--- src/rtl/sd_loader_pkg.sv ---
`default_nettype none
// ---------------------------------------------------------------------------
// sd_loader_pkg : shared types and constants for the SD sector block loader
// Rev 1.0
// ---------------------------------------------------------------------------
package sd_loader_pkg;

   localparam int WORDS_PER_SECTOR   = 128;
   localparam int BYTES_PER_SECTOR   = WORDS_PER_SECTOR * 4;
   localparam int SECTOR_ADDR_W      = $clog2(BYTES_PER_SECTOR);
   localparam int DEFAULT_FIFO_DEPTH = 8;

   typedef enum logic [2:0] {
      ST_IDLE      = 3'd0,
      ST_ISSUE     = 3'd1,
      ST_WAIT_BUSY = 3'd2,
      ST_RECEIVE   = 3'd3,
      ST_DRAIN     = 3'd4
   } sd_state_e;

endpackage
`default_nettype wire

--- src/rtl/sd_block_loader_if.sv ---
`default_nettype none
// ---------------------------------------------------------------------------
// sd_block_loader_if : SD reader stream and memory write port bundle
// Rev 1.0
// ---------------------------------------------------------------------------
interface sd_block_loader_if;
   import sd_loader_pkg::*;

   logic                     rstart;
   logic [31:0]              rsector_no;
   logic                     rbusy;
   logic                     rdone;
   logic                     outreq;
   logic [SECTOR_ADDR_W-1:0] outaddr;
   logic [7:0]               outbyte;
   logic                     wr_valid;
   logic                     wr_ready;
   logic [31:0]              wr_addr;
   logic [31:0]              wr_data;

   // master = loader side, slave = reader + memory side
   modport master (
      output rstart, rsector_no, wr_valid, wr_addr, wr_data,
      input  rbusy, rdone, outreq, outaddr, outbyte, wr_ready
   );

   modport slave (
      input  rstart, rsector_no, wr_valid, wr_addr, wr_data,
      output rbusy, rdone, outreq, outaddr, outbyte, wr_ready
   );

endinterface
`default_nettype wire

--- src/rtl/sd_word_fifo.sv ---
`default_nettype none
// ---------------------------------------------------------------------------
// sd_word_fifo : synchronous word FIFO, simultaneous push/pop allowed at full
// Rev 1.0
// ---------------------------------------------------------------------------
module sd_word_fifo #(
   parameter int DEPTH = 8,
   parameter int WIDTH = 32
) (
   input  logic             clk,
   input  logic             rst_n,
   input  logic             push,
   input  logic [WIDTH-1:0] push_data,
   input  logic             pop,
   output logic             full,
   output logic             empty,
   output logic [WIDTH-1:0] head
);

   localparam int             AW       = $clog2(DEPTH);
   localparam logic [AW-1:0]  PTR_ONE  = 1;
   localparam logic [AW:0]    CNT_ONE  = 1;
   localparam logic [AW:0]    CNT_FULL = DEPTH[AW:0];

   logic [WIDTH-1:0] mem_q [DEPTH];
   logic [WIDTH-1:0] mem_d [DEPTH];
   logic [AW-1:0]    wr_ptr_q, wr_ptr_d;
   logic [AW-1:0]    rd_ptr_q, rd_ptr_d;
   logic [AW:0]      count_q, count_d;
   logic             push_ok, pop_ok;

   assign full    = (count_q == CNT_FULL);
   assign empty   = (count_q == '0);
   // a pop frees a slot in the same cycle, so a push at full still lands
   assign push_ok = push && (!full || pop);
   assign pop_ok  = pop && !empty;
   assign head    = empty ? '0 : mem_q[rd_ptr_q];

   always_comb begin
      mem_d    = mem_q;
      wr_ptr_d = wr_ptr_q;
      rd_ptr_d = rd_ptr_q;
      count_d  = count_q;
      if (push_ok) begin
         mem_d[wr_ptr_q] = push_data;
         wr_ptr_d        = wr_ptr_q + PTR_ONE;
      end
      if (pop_ok) begin
         rd_ptr_d = rd_ptr_q + PTR_ONE;
      end
      if (push_ok && !pop_ok) begin
         count_d = count_q + CNT_ONE;
      end else if (!push_ok && pop_ok) begin
         count_d = count_q - CNT_ONE;
      end
   end

   always_ff @(posedge clk or negedge rst_n) begin
      if (!rst_n) begin
         mem_q    <= '{default: '0};
         wr_ptr_q <= '0;
         rd_ptr_q <= '0;
         count_q  <= '0;
      end else begin
         mem_q    <= mem_d;
         wr_ptr_q <= wr_ptr_d;
         rd_ptr_q <= rd_ptr_d;
         count_q  <= count_d;
      end
   end

endmodule
`default_nettype wire

--- src/rtl/sd_block_loader.sv ---
`default_nettype none
// ---------------------------------------------------------------------------
// sd_block_loader : reads a range of SD sectors and writes them to memory
// Rev 1.0
// ---------------------------------------------------------------------------
module sd_block_loader
   import sd_loader_pkg::*;
#(
   parameter int FIFO_DEPTH = DEFAULT_FIFO_DEPTH
) (
   input  logic        clk,
   input  logic        rst_n,
   input  logic        start,
   input  logic [31:0] start_sector,
   input  logic [15:0] num_sectors,
   input  logic [31:0] dst_addr,
   output logic        busy,
   output logic        done,
   output logic        overflow,
   output logic [15:0] sectors_done,
   sd_block_loader_if.master bus
);

   localparam logic [2:0] S_IDLE      = 3'(ST_IDLE);
   localparam logic [2:0] S_ISSUE     = 3'(ST_ISSUE);
   localparam logic [2:0] S_WAIT_BUSY = 3'(ST_WAIT_BUSY);
   localparam logic [2:0] S_RECEIVE   = 3'(ST_RECEIVE);
   localparam logic [2:0] S_DRAIN     = 3'(ST_DRAIN);

   logic [2:0]  state_q, state_d;
   logic [31:0] start_sector_q, start_sector_d;
   logic [15:0] num_sectors_q, num_sectors_d;
   logic [31:0] dst_addr_q, dst_addr_d;
   logic [15:0] sectors_done_q, sectors_done_d;
   logic        busy_q, busy_d;
   logic        done_q, done_d;
   logic        overflow_q, overflow_d;
   logic        rstart_q, rstart_d;
   logic [31:0] rsector_no_q, rsector_no_d;
   logic [31:0] pack_q, pack_d;
   logic [23:0] words_popped_q, words_popped_d;

   logic        fifo_full, fifo_empty, fifo_push, fifo_pop;
   logic [31:0] fifo_head, push_word;
   logic        unused_outaddr;

   assign unused_outaddr = ^bus.outaddr[SECTOR_ADDR_W-1:2];
   assign fifo_pop       = !fifo_empty && bus.wr_ready;
   assign push_word      = {bus.outbyte, pack_q[23:0]};

   sd_word_fifo #(
      .DEPTH (FIFO_DEPTH),
      .WIDTH (32)
   ) u_fifo (
      .clk       (clk),
      .rst_n     (rst_n),
      .push      (fifo_push),
      .push_data (push_word),
      .pop       (fifo_pop),
      .full      (fifo_full),
      .empty     (fifo_empty),
      .head      (fifo_head)
   );

   always_comb begin
      state_d        = state_q;
      start_sector_d = start_sector_q;
      num_sectors_d  = num_sectors_q;
      dst_addr_d     = dst_addr_q;
      sectors_done_d = sectors_done_q;
      busy_d         = busy_q;
      done_d         = 1'b0;
      overflow_d     = overflow_q;
      rstart_d       = 1'b0;
      rsector_no_d   = rsector_no_q;
      pack_d         = pack_q;
      words_popped_d = words_popped_q;
      fifo_push      = 1'b0;

      if (fifo_pop) begin
         words_popped_d = words_popped_q + 24'd1;
      end

      case (state_q)
         S_IDLE: begin
            if (start) begin
               start_sector_d = start_sector;
               num_sectors_d  = num_sectors;
               dst_addr_d     = dst_addr;
               sectors_done_d = '0;
               words_popped_d = '0;
               overflow_d     = 1'b0;
               pack_d         = '0;
               // an empty range completes immediately without touching the reader
               if (num_sectors == 16'd0) begin
                  done_d = 1'b1;
               end else begin
                  busy_d  = 1'b1;
                  state_d = S_ISSUE;
               end
            end
         end
         S_ISSUE: begin
            if (!bus.rbusy) begin
               rstart_d     = 1'b1;
               rsector_no_d = start_sector_q + {16'd0, sectors_done_q};
               state_d      = S_WAIT_BUSY;
            end
         end
         S_WAIT_BUSY: begin
            if (bus.rbusy) begin
               state_d = S_RECEIVE;
            end
         end
         S_RECEIVE: begin
            if (bus.outreq) begin
               case (bus.outaddr[1:0])
                  2'd0:    pack_d[7:0]   = bus.outbyte;
                  2'd1:    pack_d[15:8]  = bus.outbyte;
                  2'd2:    pack_d[23:16] = bus.outbyte;
                  default: begin
                     pack_d[31:24] = bus.outbyte;
                     fifo_push     = 1'b1;
                  end
               endcase
            end
            if (bus.rdone) begin
               sectors_done_d = sectors_done_q + 16'd1;
               state_d = (sectors_done_d == num_sectors_q) ? S_DRAIN : S_ISSUE;
            end
         end
         S_DRAIN: begin
            if (fifo_empty) begin
               done_d  = 1'b1;
               busy_d  = 1'b0;
               state_d = S_IDLE;
            end
         end
         default: state_d = S_IDLE;
      endcase

      if (fifo_push && fifo_full && !fifo_pop) begin
         overflow_d = 1'b1;
      end
   end

   always_ff @(posedge clk or negedge rst_n) begin
      if (!rst_n) begin
         state_q        <= S_IDLE;
         start_sector_q <= '0;
         num_sectors_q  <= '0;
         dst_addr_q     <= '0;
         sectors_done_q <= '0;
         busy_q         <= 1'b0;
         done_q         <= 1'b0;
         overflow_q     <= 1'b0;
         rstart_q       <= 1'b0;
         rsector_no_q   <= '0;
         pack_q         <= '0;
         words_popped_q <= '0;
      end else begin
         state_q        <= state_d;
         start_sector_q <= start_sector_d;
         num_sectors_q  <= num_sectors_d;
         dst_addr_q     <= dst_addr_d;
         sectors_done_q <= sectors_done_d;
         busy_q         <= busy_d;
         done_q         <= done_d;
         overflow_q     <= overflow_d;
         rstart_q       <= rstart_d;
         rsector_no_q   <= rsector_no_d;
         pack_q         <= pack_d;
         words_popped_q <= words_popped_d;
      end
   end

   assign busy           = busy_q;
   assign done           = done_q;
   assign overflow       = overflow_q;
   assign sectors_done   = sectors_done_q;
   assign bus.rstart     = rstart_q;
   assign bus.rsector_no = rsector_no_q;
   assign bus.wr_valid   = !fifo_empty;
   assign bus.wr_data    = fifo_head;
   assign bus.wr_addr    = dst_addr_q + {6'd0, words_popped_q, 2'b00};

endmodule
`default_nettype wire

--- src/flat_wrapper.sv ---
// flat-port wrapper written by rule: the top's interface ports become plain ports
module sd_block_loader_flat import sd_loader_pkg::*;
#(
   parameter int FIFO_DEPTH = DEFAULT_FIFO_DEPTH
)
  (clk, rst_n, start, start_sector, num_sectors, dst_addr, busy, done, overflow, sectors_done, bus_rstart, bus_rsector_no, bus_wr_valid, bus_wr_addr, bus_wr_data, bus_rbusy, bus_rdone, bus_outreq, bus_outaddr, bus_outbyte, bus_wr_ready);
  sd_block_loader_if bus_i ();
  input  logic clk;
  input  logic rst_n;
  input  logic start;
  input  logic [31:0] start_sector;
  input  logic [15:0] num_sectors;
  input  logic [31:0] dst_addr;
  output logic busy;
  output logic done;
  output logic overflow;
  output logic [15:0] sectors_done;
  output wire logic [$bits(bus_i.rstart)-1:0] bus_rstart;
  output wire logic [$bits(bus_i.rsector_no)-1:0] bus_rsector_no;
  output wire logic [$bits(bus_i.wr_valid)-1:0] bus_wr_valid;
  output wire logic [$bits(bus_i.wr_addr)-1:0] bus_wr_addr;
  output wire logic [$bits(bus_i.wr_data)-1:0] bus_wr_data;
  input wire logic [$bits(bus_i.rbusy)-1:0] bus_rbusy;
  input wire logic [$bits(bus_i.rdone)-1:0] bus_rdone;
  input wire logic [$bits(bus_i.outreq)-1:0] bus_outreq;
  input wire logic [$bits(bus_i.outaddr)-1:0] bus_outaddr;
  input wire logic [$bits(bus_i.outbyte)-1:0] bus_outbyte;
  input wire logic [$bits(bus_i.wr_ready)-1:0] bus_wr_ready;
  assign bus_rstart = bus_i.rstart;
  assign bus_rsector_no = bus_i.rsector_no;
  assign bus_wr_valid = bus_i.wr_valid;
  assign bus_wr_addr = bus_i.wr_addr;
  assign bus_wr_data = bus_i.wr_data;
  assign bus_i.rbusy = bus_rbusy;
  assign bus_i.rdone = bus_rdone;
  assign bus_i.outreq = bus_outreq;
  assign bus_i.outaddr = bus_outaddr;
  assign bus_i.outbyte = bus_outbyte;
  assign bus_i.wr_ready = bus_wr_ready;
  sd_block_loader #(.FIFO_DEPTH(FIFO_DEPTH)) u_core (.clk(clk), .rst_n(rst_n), .start(start), .start_sector(start_sector), .num_sectors(num_sectors), .dst_addr(dst_addr), .busy(busy), .done(done), .overflow(overflow), .sectors_done(sectors_done), .bus(bus_i));
endmodule
--- config.mk ---
export PLATFORM = sky130hd
export DESIGN_NAME = sd_block_loader_flat
export DESIGN_NICKNAME = d
export VERILOG_FILES = /design/src/rtl/sd_loader_pkg.sv /design/src/rtl/sd_block_loader_if.sv /design/src/rtl/sd_word_fifo.sv /design/src/rtl/sd_block_loader.sv /design/src/flat_wrapper.sv
export SDC_FILE = /design/constraint.sdc
export NUM_CORES = 1
export LEC_CHECK = 0
export ABC_AREA = 1
export CAP_MARGIN = 20
export CORE_MARGIN = 4
export CORE_UTILIZATION = 55
export DETAILED_ROUTE_END_ITERATION = 8
export PLACE_DENSITY = 0.77
export SLEW_MARGIN = 20
export SYNTH_ARGS = -nofsm -noshare
export SYNTH_HDL_FRONTEND = slang
export SYNTH_SLANG_ARGS = --single-unit
--- constraint.sdc ---
create_clock -name clk -period 4.5 [get_ports clk]
set_input_delay 1.125 -clock clk [delete_from_list [all_inputs] [get_ports clk]]
set_output_delay 1.125 -clock clk [all_outputs]
set_load 0.02 [all_outputs]
==> results.py, run 1 <==
metrics = {
    "status": {
        "outcome": "finished clean",
    },
    "routing": {
        "wl_per_cell_um": 17.60,
        "drt-vias-per-instance": 5.704,
        "ant_nets": 0,
        "remaining_drc_errors": 0,
        "vias": 20280,
        "initialDrtViolationCount": 2053,
        "wirelength_um": 62570,
        "dr.pass1.iters": 8,
    },
    "layout": {
        "fillers": 3407,
        "regArea_um2": 11240,
        "final_util": 0.6565,
        "fin_nets": 3140,
        "layout-drive-gt1-share": 0.05129,
        "areaGrowthSynthToFinish_pct": 18.18,
        "multi_input_area_um2": 10160,
    },
    "worst_setup_path": {
        "arrival_ns": 3.25,
        "crit_required_ns": 3.38,
        "cp_max_fo": 32,
        "endpoint_kind": "output port",
        "critPathLaunchType": "flop",
        "slowest_stage": "clkdlybuf4s50_1",
        "crit_chain": "inv_4 -> buf_4 -> nor2_1 -> o22ai_1 -> o21ai_0 -> a31oi_1 -> clkdlybuf4s50_1",
        "cpPeakStageDelay_ns": 0.70,
        "setup.worst_path.class": "reg -> out",
    },
    "synth": {
        "yosysTopAreaCellShare": 0.4965,
        "yosys.area.top_type": "dfrtp_1",
        "synth_async_sr_flop_share": 1.000,
        "synthTopCellsByArea": "dfrtp_1 (50%), nand2_1 (12%), o21ai_0 (9.5%), nor2_1 (5.5%), inv_1 (2.8%)",
        "synth_edf_count": 0,
        "syn_nets": 2986,
        "syn-instance-count": 2832,
        "synth.cells.most_frequent": "nand2_1 (747), dfrtp_1 (449), o21ai_0 (430), nor2_1 (334), inv_1 (166)",
        "syn_area_um2": 22630,
        "ys_seq_elements": 449,
        "yosys_warnings": 0,
        "ys_seq_area_frac": 0.4965,
        "synth_cell_type_count": 47,
        "synth_most_common_cell": "nand2_1",
        "synthFlopType": "dfrtp_1",
        "synth_area_per_cell_um2": 7.991,
    },
    "global_route": {
        "grtUsageTotal": 0.2784,
        "antenna_found_initial": 1,
        "overflow": 0,
        "grt_max_degree": 117,
        "grt_pass1_vias": 20070,
        "grt_first_pass_wirelength_um": 101900,
    },
    "timing": {
        "setup_viol": 0,
        "min_period_ns": 4.376,
        "worstMarginPinSlew_ns": 0.9648,
        "final_max_slew_viol_count": 0,
        "rsz0062_at_grt": "true",
        "finalHoldViolCount": 0,
        "max_clock_freq_mhz": 228.5,
        "post-route-period-util": 0.9725,
        "slew_headroom": 0.3568,
        "hold_slack_ns": 0.4757,
        "fin_skew_ns": 0.008479,
    },
    "floorplan": {
        "num_io_pins": 221,
        "rows": 74,
        "dieArea_um2": 44460,
        "start_util": 0.5555,
        "die_y_um": 210.9,
        "dieWidth_um": 210.9,
        "core_area_um2": 40740,
    },
    "place": {
        "dp_hpwl_um": 40460,
        "globalplace.congestion": 0.9600,
        "io_buffers": 213,
    },
    "pwr": {
        "leakagePower_nw": 12.29,
        "ir_drop_mv": 0.5910,
        "powerDensity_nw_per_um2": 672.2,
    },
    "hold_path": {
        "hold_class": "reg -> reg",
    },
    "cts": {
        "root_buffer": "clkbuf_16",
        "cts_tree": "yes",
        "clkSinkCount": 449,
        "insertion_delay_ns": 0.57,
        "cts_resized": 3,
        "cts_inserted_buffers": 47,
        "cts_htree_levels": 2,
        "cts_max_path_buffers": 3,
        "post-cts-setup-buffer-count": 0,
        "cts_hold_buf": 0,
        "path_clk_slew_ns": 0.06,
    },
    "run": {
        "maxCapViolations": 0,
    },
}
==> critical path: cells and delay by family, from the launching register on <==
kind / cells / cell delay (ns)
AOI/OAI and AO/OA: 3 / 0.69
buffers and inverters: 3 / 1.23
DFF: 1 / 0.65
and+or+nand+nor: 1 / 0.06
==> power by group <==
part	leakage, nW	internal, mW	total [mW]	switching (mW)
sequential	6.00	5.08	5.97	0.882
combinational	5.53	3.04	8.03	4.99
clock	0.758	2.38	3.98	1.60
total	12.3	10.5	18.0	7.47
==> per-layer routing <==
| metal | vias to the layer above | track usage | routed length, um |
|---|---|---|---|
| met4 | 0 | 0.09926 | 1900 |
| met5 | - | 0 | 0 |
| met2 | 755 | 0.4541 | 29700 |
| li1 | 9693 | - | - |
| met3 | 126 | 0.04322 | 4225 |
| met1 | 9705 | 0.3834 | 26750 |
==> cells by family after synthesis <==
group           synth area share
buf+inv                  0.05562
fa+ha+maj                0.02864
flops                     0.4965
simple gates              0.2282
compound gates            0.1677
xor+xnor                 0.02344
==> path summary, 6_finish.rpt <==
path,from,end,slack (ns),cells past startpoint
worst max register to register,u_core.state_q[0],u_core.u_fifo.count_q[3],1.51,16
worst min-delay path,u_core.u_fifo.mem_q[92],u_core.u_fifo.mem_q[92],0.48,2
worst max-delay path,u_core.u_fifo.rd_ptr_q[0],bus_wr_data[17],0.12,7
worst min register to register,u_core.u_fifo.mem_q[92],u_core.u_fifo.mem_q[92],0.48,2
max in group asynchronous,rst_n,u_core.u_fifo.mem_q[128],2.81,2
min in group asynchronous,rst_n,u_core.bus.rsector_no[23],0.61,1
==> sequential cells by signal, indices dropped and copies added (netlist names), 3 cells and up <==
name,flops
u_core.dst_addr_q,32
u_core.bus.rsector_no,32
u_core.u_fifo.rd_ptr_q,3
u_core.start_sector_q,32
u_core.u_fifo.wr_ptr_q,3
u_core.u_fifo.mem_q,256
u_core.pack_q,24
u_core.num_sectors_q,16
u_core.sectors_done,16
u_core.words_popped_q,24
u_core.u_fifo.count_q,4
u_core.state_q,3
==> layout make-up <==
class | count | area share
repair buffers | 241 | 0.09220
well taps | 532 | 0.02489
diodes | 1 | 0.00009356
flip-flops and latches | 449 | 0.4204
multi-input cells | 2077 | 0.3799
clock buffers | 74 | 0.05150
inverters | 170 | 0.02395
clock inverters | 11 | 0.007064
==> through the flow <==
stage          setup WS (ns)  TNS (ns)  std cells  cell area, um^2  power [mW]
3_5_place_dp          0.5787         0       3469            25140       13.96
2_1_floorplan          1.301         0       2832            22630       10.77
4_1_cts              0.03675         0       3554            26700       18.01
5_1_grt             -0.05397  -0.05397       3555            26750       19.16
6_report              0.1236         0       3555            26750       17.98
3_3_place_gp          0.6022         0       3469            25140       13.73
==> cells in the final DEF, fill, tap and decap left out, types with 8 or more instances in the layout <==
cell and n:
clkbuf_1 17, a21oi_1 73, ha_1 46, nor3_1 28
dfrtp_1 447, buf_12 8, clkbuf_8 10, o22ai_1 43
xnor2_1 22, nor2_1 332, o21ai_0 430, clkbuf_16 47
xor2_1 36, buf_4 18, clkdlybuf4s50_1 203, nor4_1 11
o21ai_1 79, nand4_1 29, a31oi_1 44, nand3_1 71
inv_1 162, o21ai_2 19, nand2_1 746
Power figures use the tool's default switching activity.
==> inputs of run 2 (changes only) <==
- CORE_MARGIN: 4 -> 5
- HOLD_SLACK_MARGIN: not set -> 0.15
- REMOVE_ABC_BUFFERS: not set -> 1
==> run 2 against run 1 <==
Net effect: via count rose by 0.76%; die area rose by 1.9%; largest power group unchanged; worst setup slack improved by 0.024 ns; highest routed layer is now met5.
==> results.py, run 2 (synthesized netlist as in run 1, its figures left out) <==
metrics = {
    "status": {
        "outcome": "finished clean",
    },
    "floorplan": {
        "core_area_um2": 40740,
        "dieWidth_um": 212.9,
        "die_y_um": 212.9,
        "dieArea_um2": 45310,
        "num_io_pins": 221,
        "rows": 74,
        "start_util": 0.5555,
    },
    "cts": {
        "cts_tree": "yes",
        "cts_inserted_buffers": 48,
        "path_clk_slew_ns": 0.06,
        "insertion_delay_ns": 0.58,
        "cts_htree_levels": 2,
        "cts_hold_buf": 0,
        "cts_max_path_buffers": 3,
        "post-cts-setup-buffer-count": 0,
        "clkSinkCount": 449,
        "root_buffer": "clkbuf_16",
    },
    "global_route": {
        "antenna_found_initial": 2,
        "grt_pass1_vias": 20530,
        "overflow": 0,
        "grt_first_pass_wirelength_um": 104000,
        "grt_max_degree": 130,
        "grtUsageTotal": 0.2800,
    },
    "timing": {
        "finalHoldViolCount": 0,
        "fin_ws_ns": 0.1472,
        "min_period_ns": 4.353,
        "hold_slack_ns": 0.4775,
        "setup-tns-final_ns": 0,
        "post-route-period-util": 0.9673,
        "slew_headroom": 0.3995,
        "fin_skew_ns": 0.01636,
        "max_clock_freq_mhz": 229.7,
        "worstMarginPinSlew_ns": 0.8981,
        "rsz0062_at_grt": "false",
        "final_max_slew_viol_count": 0,
        "setup_viol": 0,
    },
    "place": {
        "io_buffers": 213,
        "dp_cells": 3469,
        "post-place-ws_ns": 0.4611,
        "globalplace.congestion": 0.9077,
        "dp_hpwl_um": 40750,
        "post_dp_cell_area_um2": 25170,
    },
    "layout": {
        "fin_nets": 3141,
        "final_common_cell": "nand2_1",
        "fin_area_um2": 26840,
        "fin_cells": 3556,
        "largest_register_ffs": 256,
        "final_util": 0.6588,
        "final_cell_mix": "nand2_1 (747), dfrtp_1 (446), o21ai_0 (429), nor2_1 (332), clkdlybuf4s50_1 (199)",
        "layout-drive-gt1-share": 0.05590,
        "areaGrowthSynthToFinish_pct": 18.59,
        "top_register": "u_core.u_fifo.mem_q",
        "fillers": 3414,
    },
    "worst_setup_path": {
        "setup.worst_path.class": "reg -> out",
        "crit_required_ns": 3.38,
        "critical_path_depth": 7,
        "slowest_stage": "clkdlybuf4s50_1",
        "cp_max_fo": 7,
        "cp_num_buf_inv": 1,
        "rr_worst_depth": 16,
        "crit_chain": "ha_1 -> nand2_1 -> nor3_1 -> nand4_1 -> nand3_1 -> xor2_1 -> clkdlybuf4s50_1",
        "endpoint_kind": "output port",
        "arrival_ns": 3.23,
        "crit_family": "simple AND/OR/NAND/NOR gates",
        "critPathLaunchType": "flop",
        "cpPeakStageDelay_ns": 0.67,
    },
    "pwr": {
        "powerDensity_nw_per_um2": 675.3,
        "ir_drop_mv": 0.5396,
        "leakagePower_nw": 12.38,
        "power_mw": 18.13,
    },
    "routing": {
        "initialDrtViolationCount": 1846,
        "dr.pass1.iters": 6,
        "ant_nets": 0,
        "vias": 20430,
        "remaining_drc_errors": 0,
        "wl_per_cell_um": 17.85,
        "drt-vias-per-instance": 5.746,
        "wirelength_um": 63460,
    },
    "run": {
        "maxCapViolations": 0,
    },
    "hold_path": {
        "hold_path_depth": 2,
        "hold_class": "reg -> reg",
    },
}
==> run 2: cell types whose count changed in the layout (fill, tap and decap cells not counted), moves of 3 or more <==
cell	before	now
dlymetal6s2s_1	6	9
clkdlybuf4s50_1	203	199
clkinvlp_4	2	5
clkinv_2	3	11
clkbuf_16	47	50
clkbuf_1	17	4
clkbuf_8	10	13
==> run 2: worst paths after layout <==
kind	startpoint	endpoint	slack, ns
worst max-delay path	u_core.words_popped_q[15]	bus_wr_addr[21]	0.15
worst min-delay path	u_core.u_fifo.mem_q[81]	u_core.u_fifo.mem_q[81]	0.48
worst max register to register	u_core.state_q[0]	u_core.u_fifo.count_q[3]	1.26
worst min register to register	u_core.u_fifo.mem_q[81]	u_core.u_fifo.mem_q[81]	0.48
max in group asynchronous	rst_n	u_core.u_fifo.mem_q[14]	2.76
min in group asynchronous	rst_n	u_core.u_fifo.mem_q[183]	0.63
==> run 2: worst reg2reg max path: cells and delay by family, from the launching register on <==
family	cells	cell delay [ns]
simple gates	8	1.16
buf+inv	4	0.56
fa+ha+maj	2	0.56
flops	1	0.44
compound gates	1	0.26
xor+xnor	1	0.14
==> run 2: report_power, final <==
group	switching [mW]	internal (mW)
Sequential	0.793	5.08
Combinational	5.14	3.02
Clock	1.67	2.41
==> run 2: repair_timing <==
action / in CTS / in global routing
setup endpoints to repair: 6 / 13
gates cloned: 0 / 0
resized for setup: 6 / 13
==> run 2: routing by layer <==
layer | routed length, um | GRT usage | up-vias | part of all wire
li1 | - | - | 9699 | -
met1 | 27080 | 0.3878 | 9774 | 0.43
met2 | 29580 | 0.4522 | 817 | 0.47
met3 | 4831 | 0.04952 | 141 | 0.076
met4 | 1948 | 0.09292 | 2 | 0.031
met5 | 20 | 0 | - | 0.00032
==> run 2: cell type report <==
cell class,instances,area [um^2],share of cell area
Antenna cell,1,2.502,0.00009324
Timing Repair Buffer,241,2490,0.09277
Inverter,170,639.4,0.02382
Tap cell,532,665.6,0.02480
Multi-Input combinational cell,2077,10160,0.3786
Clock buffer,67,1445,0.05384
Clock inverter,19,193.9,0.007226
Sequential cell,449,11240,0.4189
